File: config.mk
export PLATFORM = sky130hd
export DESIGN_NAME = angle_selector
export DESIGN_NICKNAME = d
export VERILOG_FILES = /design/src/rtl/angle_pkg.sv /design/src/rtl/btn_debounce.sv /design/src/rtl/angle_selector.sv
export SDC_FILE = /design/constraint.sdc
export NUM_CORES = 1
export LEC_CHECK = 0
export CORE_MARGIN = 2
export CORE_UTILIZATION = 30
export CTS_BUF_LIST = sky130_fd_sc_hd__clkbuf_16
export DETAILED_ROUTE_END_ITERATION = 7
export SLEW_MARGIN = 20
export SYNTH_ARGS = -nofsm -noshare
export SYNTH_HDL_FRONTEND = slang
export SYNTH_HIERARCHICAL = 1
export SYNTH_SLANG_ARGS = --single-unit
export TNS_END_PERCENT = 10
File: constraint.sdc
create_clock -name clk -period 2.1 [get_ports clk]
set_input_delay 0.42 -clock clk [delete_from_list [all_inputs] [get_ports clk]]
set_output_delay 0.42 -clock clk [all_outputs]
set_load 0.02 [all_outputs]
File: src/rtl/angle_pkg.sv
// Shared constants, direction encoding and angle step helper for angle_selector.
package angle_pkg;
  localparam int ANGLE_W             = 4;
  localparam int ANGLE_STEPS         = 16;
  localparam int NUM_BTNS            = 2;
  localparam int BTN_RIGHT           = 0;
  localparam int BTN_LEFT            = 1;
  localparam int DEF_DEBOUNCE_CYCLES = 250000;
  localparam int DEF_REPEAT_DELAY    = 12500000;
  localparam int DEF_REPEAT_PERIOD   = 5000000;

  typedef enum logic [1:0] {DIR_NONE, DIR_PLUS, DIR_MINUS} dir_e;

  // ANGLE_W-bit arithmetic gives the mod-16 wrap for free.
  function automatic logic [ANGLE_W-1:0] angle_step(input logic [ANGLE_W-1:0] a, input dir_e d);
    case (d)
      DIR_PLUS:  return a + ANGLE_W'(1);
      DIR_MINUS: return a - ANGLE_W'(1);
      default:   return a;
    endcase
  endfunction
endpackage

File: src/rtl/btn_debounce.sv
// One push-button: 2-flop synchroniser, stable-count debouncer, rising-edge press pulse.
module btn_debounce
  import angle_pkg::*;
#(
  parameter int DEBOUNCE_CYCLES = DEF_DEBOUNCE_CYCLES
) (
  input  logic clk,
  input  logic reset,
  input  logic btn,
  output logic level,
  output logic press
);
  localparam int CNT_W = $clog2(DEBOUNCE_CYCLES + 1);
  localparam logic [CNT_W-1:0] CNT_LAST = CNT_W'(DEBOUNCE_CYCLES - 1);

  logic [1:0]       sync_pipe;
  logic             level_prev;
  logic [CNT_W-1:0] cnt;

  always_ff @(posedge clk or negedge reset) begin
    if (!reset) begin
      sync_pipe  <= '0;
      level      <= 1'b0;
      level_prev <= 1'b0;
      cnt        <= '0;
    end else begin
      sync_pipe  <= {sync_pipe[0], btn};
      level_prev <= level;
      if (sync_pipe[1] == level)
        cnt <= '0;
      // Flip on the DEBOUNCE_CYCLES-th consecutive mismatching cycle.
      else if (cnt == CNT_LAST) begin
        level <= ~level;
        cnt   <= '0;
      end else
        cnt <= cnt + 1'b1;
    end
  end

  assign press = level & ~level_prev;
endmodule

File: src/rtl/angle_selector.sv
// Button-driven 4-bit aim angle. Define ANGLE_AUTOREPEAT_EN to enable hold-to-repeat stepping.
module angle_selector
  import angle_pkg::*;
#(
  parameter int DEBOUNCE_CYCLES = DEF_DEBOUNCE_CYCLES,
  parameter int RESET_ANGLE     = 0,
  parameter int REPEAT_DELAY    = DEF_REPEAT_DELAY,
  parameter int REPEAT_PERIOD   = DEF_REPEAT_PERIOD
) (
  input  logic               clk,
  input  logic               reset,
  input  logic               btn_right,
  input  logic               btn_left,
  output logic [ANGLE_W-1:0] current_angle,
  output logic               angle_changed
);
  localparam logic [ANGLE_W-1:0] ANGLE_INIT = ANGLE_W'(RESET_ANGLE % ANGLE_STEPS);

  logic [NUM_BTNS-1:0] btn_raw, level, press;
  dir_e press_dir, rpt_dir, step_dir;

  assign btn_raw[BTN_RIGHT] = btn_right;
  assign btn_raw[BTN_LEFT]  = btn_left;

  for (genvar i = 0; i < NUM_BTNS; i++) begin : g_btn
    btn_debounce #(.DEBOUNCE_CYCLES(DEBOUNCE_CYCLES)) u_db (
      .clk   (clk),
      .reset (reset),
      .btn   (btn_raw[i]),
      .level (level[i]),
      .press (press[i])
    );
  end

  // Simultaneous presses cancel out.
  always_comb begin
    press_dir = DIR_NONE;
    if (press[BTN_RIGHT] && !press[BTN_LEFT])
      press_dir = DIR_PLUS;
    else if (press[BTN_LEFT] && !press[BTN_RIGHT])
      press_dir = DIR_MINUS;
  end

`ifdef ANGLE_AUTOREPEAT_EN
  localparam int RPT_MAX = (REPEAT_DELAY > REPEAT_PERIOD) ? REPEAT_DELAY : REPEAT_PERIOD;
  localparam int RPT_W   = $clog2(RPT_MAX + 1);

  logic [RPT_W-1:0] rpt_cnt;
  logic             rpt_armed;  // first (delay) repeat already fired
  logic             one_held, rpt_fire;

  assign one_held = level[BTN_RIGHT] ^ level[BTN_LEFT];
  assign rpt_fire = one_held && !(|press) &&
                    (rpt_cnt == (rpt_armed ? RPT_W'(REPEAT_PERIOD - 1) : RPT_W'(REPEAT_DELAY - 1)));

  always_ff @(posedge clk or negedge reset) begin
    if (!reset) begin
      rpt_cnt   <= '0;
      rpt_armed <= 1'b0;
    end else if (|press || !one_held) begin
      rpt_cnt   <= '0;
      rpt_armed <= 1'b0;
    end else if (rpt_fire) begin
      rpt_cnt   <= '0;
      rpt_armed <= 1'b1;
    end else
      rpt_cnt <= rpt_cnt + 1'b1;
  end

  always_comb begin
    rpt_dir = DIR_NONE;
    if (rpt_fire)
      rpt_dir = level[BTN_RIGHT] ? DIR_PLUS : DIR_MINUS;
  end
`else
  logic unused_cfg;
  assign unused_cfg = ^{level, 32'(REPEAT_DELAY), 32'(REPEAT_PERIOD)};
  assign rpt_dir    = DIR_NONE;
`endif

  assign step_dir = (press_dir != DIR_NONE) ? press_dir : rpt_dir;

  always_ff @(posedge clk or negedge reset) begin
    if (!reset) begin
      current_angle <= ANGLE_INIT;
      angle_changed <= 1'b0;
    end else begin
      angle_changed <= (step_dir != DIR_NONE);
      if (step_dir != DIR_NONE)
        current_angle <= angle_step(current_angle, step_dir);
    end
  end
endmodule

-- After elaboration in Yosys (flattened, before gate mapping)
Index checks and enable logic that the tools add are counted.
- logic and storage cells: 46
- input port bits: 4
- register bits after elaboration: 49
- output and inout bits: 5
- add/sub/neg operators: 4
- eq/ne operators: 6
- bitwise logic cells: 8
- multiplexer cells: 8
- reduce and logical (&&, ||, !) cells: 10
- operator list (cell ; count):
    $mux 18 ; 4
    $add 18x1->18 const B ; 2
    $eq 18x18->1 const B ; 2
    $pmux 4 s2 ; 1
    $mux 2 ; 3
    $not 1->1 ; 6
    $reduce_and 2->1 ; 3
    $reduce_bool 2->1 ; 3
    $add 4x1->4 const B ; 1
    $sub 4x1->4 const B ; 1
    $and 1x1->1 ; 2
    $eq 1x1->1 ; 2
    $eq 2x1->1 const B ; 1
    $eq 2x2->1 const B ; 1
    $logic_and 1x1->1 ; 2
    $logic_not 1->1 ; 2

-- Depth between registers and ports, before layout
Gate-level depths: netlist (run 1).
- word-level depth: 11
- gate-level depth with buffers: 9

-- Modules after synthesis
Netlist (run 1), hierarchy kept.
- by module, submodules not included (module ; area each (um^2) ; cells each ; times used):
    btn_debounce ; 1061.0 ; 100 ; 2
    angle_selector ; 286.5 ; 24 ; 1

-- Worst setup path before layout (run 1)
OpenSTA, ideal clock, no wires.
- path type: flip-flop to flip-flop
- start: register g_btn[0].u_db.level
- end: register current_angle[2]
- slack: 389 ps
- arrival time: 1580 ps
- path buffers: 0
- stages on the path, launching flop included: 10
- path through: dfrtp_1 > nor2b_1 > inv_1 > ha_1 > xor2_1 > ha_1 > a21oi_1 > xnor2_1 > nand2_1 > xnor2_1
- longest elaborated chain between the ends: 10
- elaborated cells on any way between the ends: 14
- those cells by class: 2 x eq/ne; 4 x mux; 1 x bitwise; 7 x reduce/logical
- ends and longest elaborated chain (what ; line ; RTL):
    start, declared ; btn_debounce.sv:10 ; output logic level,
    start signal, assigned ; btn_debounce.sv:33 ; level <= ~level;
    $and 1x1->1 * ; btn_debounce.sv:40 ; assign press = level & ~level_prev;
    named net press[0] ; angle_selector.sv:19 ; logic [NUM_BTNS-1:0] btn_raw, level, press;
    $logic_not 1->1 ; angle_selector.sv:40 ; else if (press[BTN_LEFT] && !press[BTN_RIGHT])
    $logic_and 1x1->1 ; angle_selector.sv:40 ;
    $mux 2 ; angle_selector.sv:40 ;
    $mux 2 * ; angle_selector.sv:38 ; if (press[BTN_RIGHT] && !press[BTN_LEFT])
    $reduce_bool 2->1 ; angle_selector.sv:81 ; assign step_dir = (press_dir != DIR_NONE) ? press_dir : rpt_dir;
    $mux 2 * ; angle_selector.sv:81 ;
    $eq 2x2->1 or $eq 2x1->1 (tied branches) ; angle_pkg.sv:16 ; case (d)
    $reduce_bool 2->1 (no line) ; - ;
    $reduce_and 2->1 (no line) ; - ;
    end signal, assigned ; angle_selector.sv:90 ; current_angle <= angle_step(current_angle, step_dir);
    end, declared ; angle_selector.sv:14 ; output logic [ANGLE_W-1:0] current_angle,
Mark *: on every way through the listed nets, which the timed path passes. The rest lies on a longest branch.
A chain may end at the register's enable or synchronous reset.

-- Final worst setup path (run 1)
Same ends and word-level chain as after synthesis.

==> results of run 1 <==
area by class of cell:
class                      instances  share of cell area (%)
tap                              102                    4.62
sequential                        49                    44.3
clock inverter                     3                   0.498
timing repair buffer              15                    4.62
clock buffer                       5                    4.52
inverter                           4                   0.543
multi-input combinational        167                    40.9
worst register-to-register path, stage by stage (launching register included):
cell and delay [ps]:
dfrtp_1 390, nor2b_1 140, inv_1 60, ha_1 260, xor2_1 180, ha_1 180, a21oi_1 150, xnor2_1 130
nand2_1 80, xnor2_1 120
per-layer routing:
layer / track usage, % / wire, um / vias up
met2: 16.6 / 2020 / 21
met1: 15.0 / 2270 / 838
met5: 0 / 0 / -
li1: - / - / 842
met4: 4.11 / 57 / 0
met3: 2.50 / 85 / 4
flip-flops by register name (all words and copies together) (netlist names):
signal and flops:
current_angle 4, g_btn.u_db/level 2, g_btn.u_db/level_prev 2, g_btn.u_db/cnt 36
g_btn.u_db/sync_pipe 4, angle_changed 1
logic make-up (layout without fill, tap and decap cells):
group	after synthesis	after routing	share of synthesized area [%]
AO/OA/AOI/OAI	29	29	8.73
buffers and inverters	8	27	2.18
flip-flops	49	49	50.9
AND/OR/NAND/NOR	102	102	23.9
multiplexers	4	4	1.82
XOR/XNOR	27	27	9.82
adder cells (fa/ha/maj)	5	5	2.60
Yosys cell counts (all sizes together):
cell type	number	area, um2
mux2	3	33.8
nor4	4	25.0
mux2i	1	10.0
nor2	26	97.6
nand3	16	80.1
xnor2	7	61.3
a21oi	14	70.1
dfrtp	49	1230
xor2	20	175
nor2b	2	12.5
and4bb	2	25.0
nand2	17	63.8
o41ai	2	55.1
ha	5	62.6
nand4	4	25.0
and2	2	12.5
clkbuf	2	15.0
o21ai	5	25.0
nand3b	3	22.5
nor4b	2	30.0
and3	4	25.0
o31ai	8	60.1
or4	8	60.1
buf	2	22.5
or3	4	25.0
and4	8	72.6
inv	4	15.0
through the flow:
step / cell area (um2) / worst slack, ps / utilization (%)
2_1_floorplan: 2410 / 389 / -
3_3_place_gp: 2630 / 347 / 33.8
3_5_place_dp: 2630 / 303 / 33.8
4_1_cts: 2770 / 289 / 35.6
5_1_grt: 2770 / 159 / 35.6
6_report: 2770 / 300 / 35.6
worst min-delay path by stage:
stage / cells after the start / slack, ps / endpoint
finish: 1 / 180 / g_btn[0].u_db/cnt[5]
global route: 1 / 230 / g_btn[0].u_db/cnt[2]
CTS: 1 / 200 / g_btn[0].u_db/cnt[5]
detailed placement: 0 / 350 / g_btn[0].u_db/sync_pipe[1]
global placement: 0 / 340 / g_btn[0].u_db/sync_pipe[1]
floorplan: 0 / 120 / angle_changed
report_power, final:
| part | switching [mW] | leakage, nW | internal (mW) |
|---|---|---|---|
| combinational | 0.0403 | 0.451 | 0.0226 |
| sequential | 0.0109 | 0.670 | 0.957 |
| clock | 0.319 | 0.0748 | 0.432 |
==> results.tsv, run 1 <==
metric	value	unit
status	completed	
Critical R2R Launch	g_btn[0].u_db/level	
DRC	0	
Power Total	1.78	mW
delay-heaviest family, CP	adder cells	
unrepaired setup endpoints after global routing	no	
crit-path cells	nor2b_1 -> inv_1 -> ha_1 -> xor2_1 -> ha_1 -> a21oi_1 -> xnor2_1 -> nand2_1 -> xnor2_1	
Slew HR	53.7	%
Critical-path top delay cell	dfrtp_1	
initial antenna violation count	0	
io pins	9	
final WL	4430	um
Tightest Pin Transition	695	ps
largest net degree at the start of global routing	32	
Die Width	93.6	um
crit path to	current_angle[2]	
worst r2r dst	current_angle[2]	
CP Launch Type	flip-flop	
CTS sink cnt	49	
Core Area	7770	um2
Worst Hold Margin	181	ps
power per cell area	645	nW/um2
commonest non-fill, non-tap cell in the layout	dfrtp_1	
layout cell share with drive strength beyond 1	9.88	%
chip height	93.6	um
Post-Syn Area	2410	um2
Max VDD drop	0.000272	V
reg2reg path depth	9	
Reg clk slew, reported paths	60	ps
worst path arrival time	1970	ps
vias per inst	4.94	
R2R setup slack	300	ps
worst clock skew	2.06	ps
starting density of the core	31.0	%
CTS max path bufs	2	
CTS hold repair buffers	0	
Clock Tree Root	clkbuf_16	
Hold Vio Cnt, Final	0	
crit-path max cell delay	390	ps
Fill cells	797	
Rows	32	
vias in the first global route	1644	
CTS tree	yes	
GPL Wtd Cong	0.757	
H-Tree Depth	2	
register area	1230	um2
detailed-router iteration count before antenna repair	4	
final setup fails	0	
setup TNS	0	ps
die area	8760	um2
clock buffer count from CTS	5	
Antenna Diode Count	0	
Clock Latency Late Sink	280	ps
Seq/Total Area, Yosys	50.9	%
maximum clock rate	556	MHz
routed length per placed instance	12.8	um
cell count after synthesis	224	
Cell variety after synth	28	
Setup CP Type	reg -> reg	
Tmin final	1800	ps
GRT overflow	0	
Yosys warnings	6	
Resize count post-CTS	0	
gr usage total	10.9	%
critical path capture point type	flip-flop	
via count	1705	
leakage power	1.20	nW
crit-path max FO	5	
HPWL after DPL	3050	um
first-pass GRT wire length	7670	um
Final Max Tran Viols	0	
register bit total from synthesis	49	
most frequent cells in the layout	49 x dfrtp_1, 26 x nor2_1, 20 x xor2_1	
beginning of the critical path	g_btn[0].u_db/level	
Hold Path Class	in -> async	
syn_nets	233	
area of the multi-input gates	1130	um2
Period Utilization, post-route	85.7	%
fin cells	345	
Setup Fix Bufs, Post-CTS	0	
Final ANT Viol Nets	0	
Bufs and invs on worst path	1	
Syn Area/Cell	10.8	um2
I/O Buffers	8	
Total Nets Final	251	
CP required	2270	ps
Placed Instances	337	
Synth-to-Final Area Change	14.8	%
DR iter-0 viols	101	
Critical Path Stages	9	
max cap viols	0	
Power figures use the tool's default switching activity.
==> inputs of run 2 (changes only) <==
--- a/config.mk
+++ b/config.mk
@@ -9,6 +9,7 @@
 export CORE_UTILIZATION = 30
 export CTS_BUF_LIST = sky130_fd_sc_hd__clkbuf_16
 export DETAILED_ROUTE_END_ITERATION = 7
+export SKIP_CTS_REPAIR_TIMING = 1
 export SLEW_MARGIN = 20
 export SYNTH_ARGS = -nofsm -noshare
 export SYNTH_HDL_FRONTEND = slang
==> results of run 2 <==
No change in the layout: final DEF, timing and power equal those of run 1.
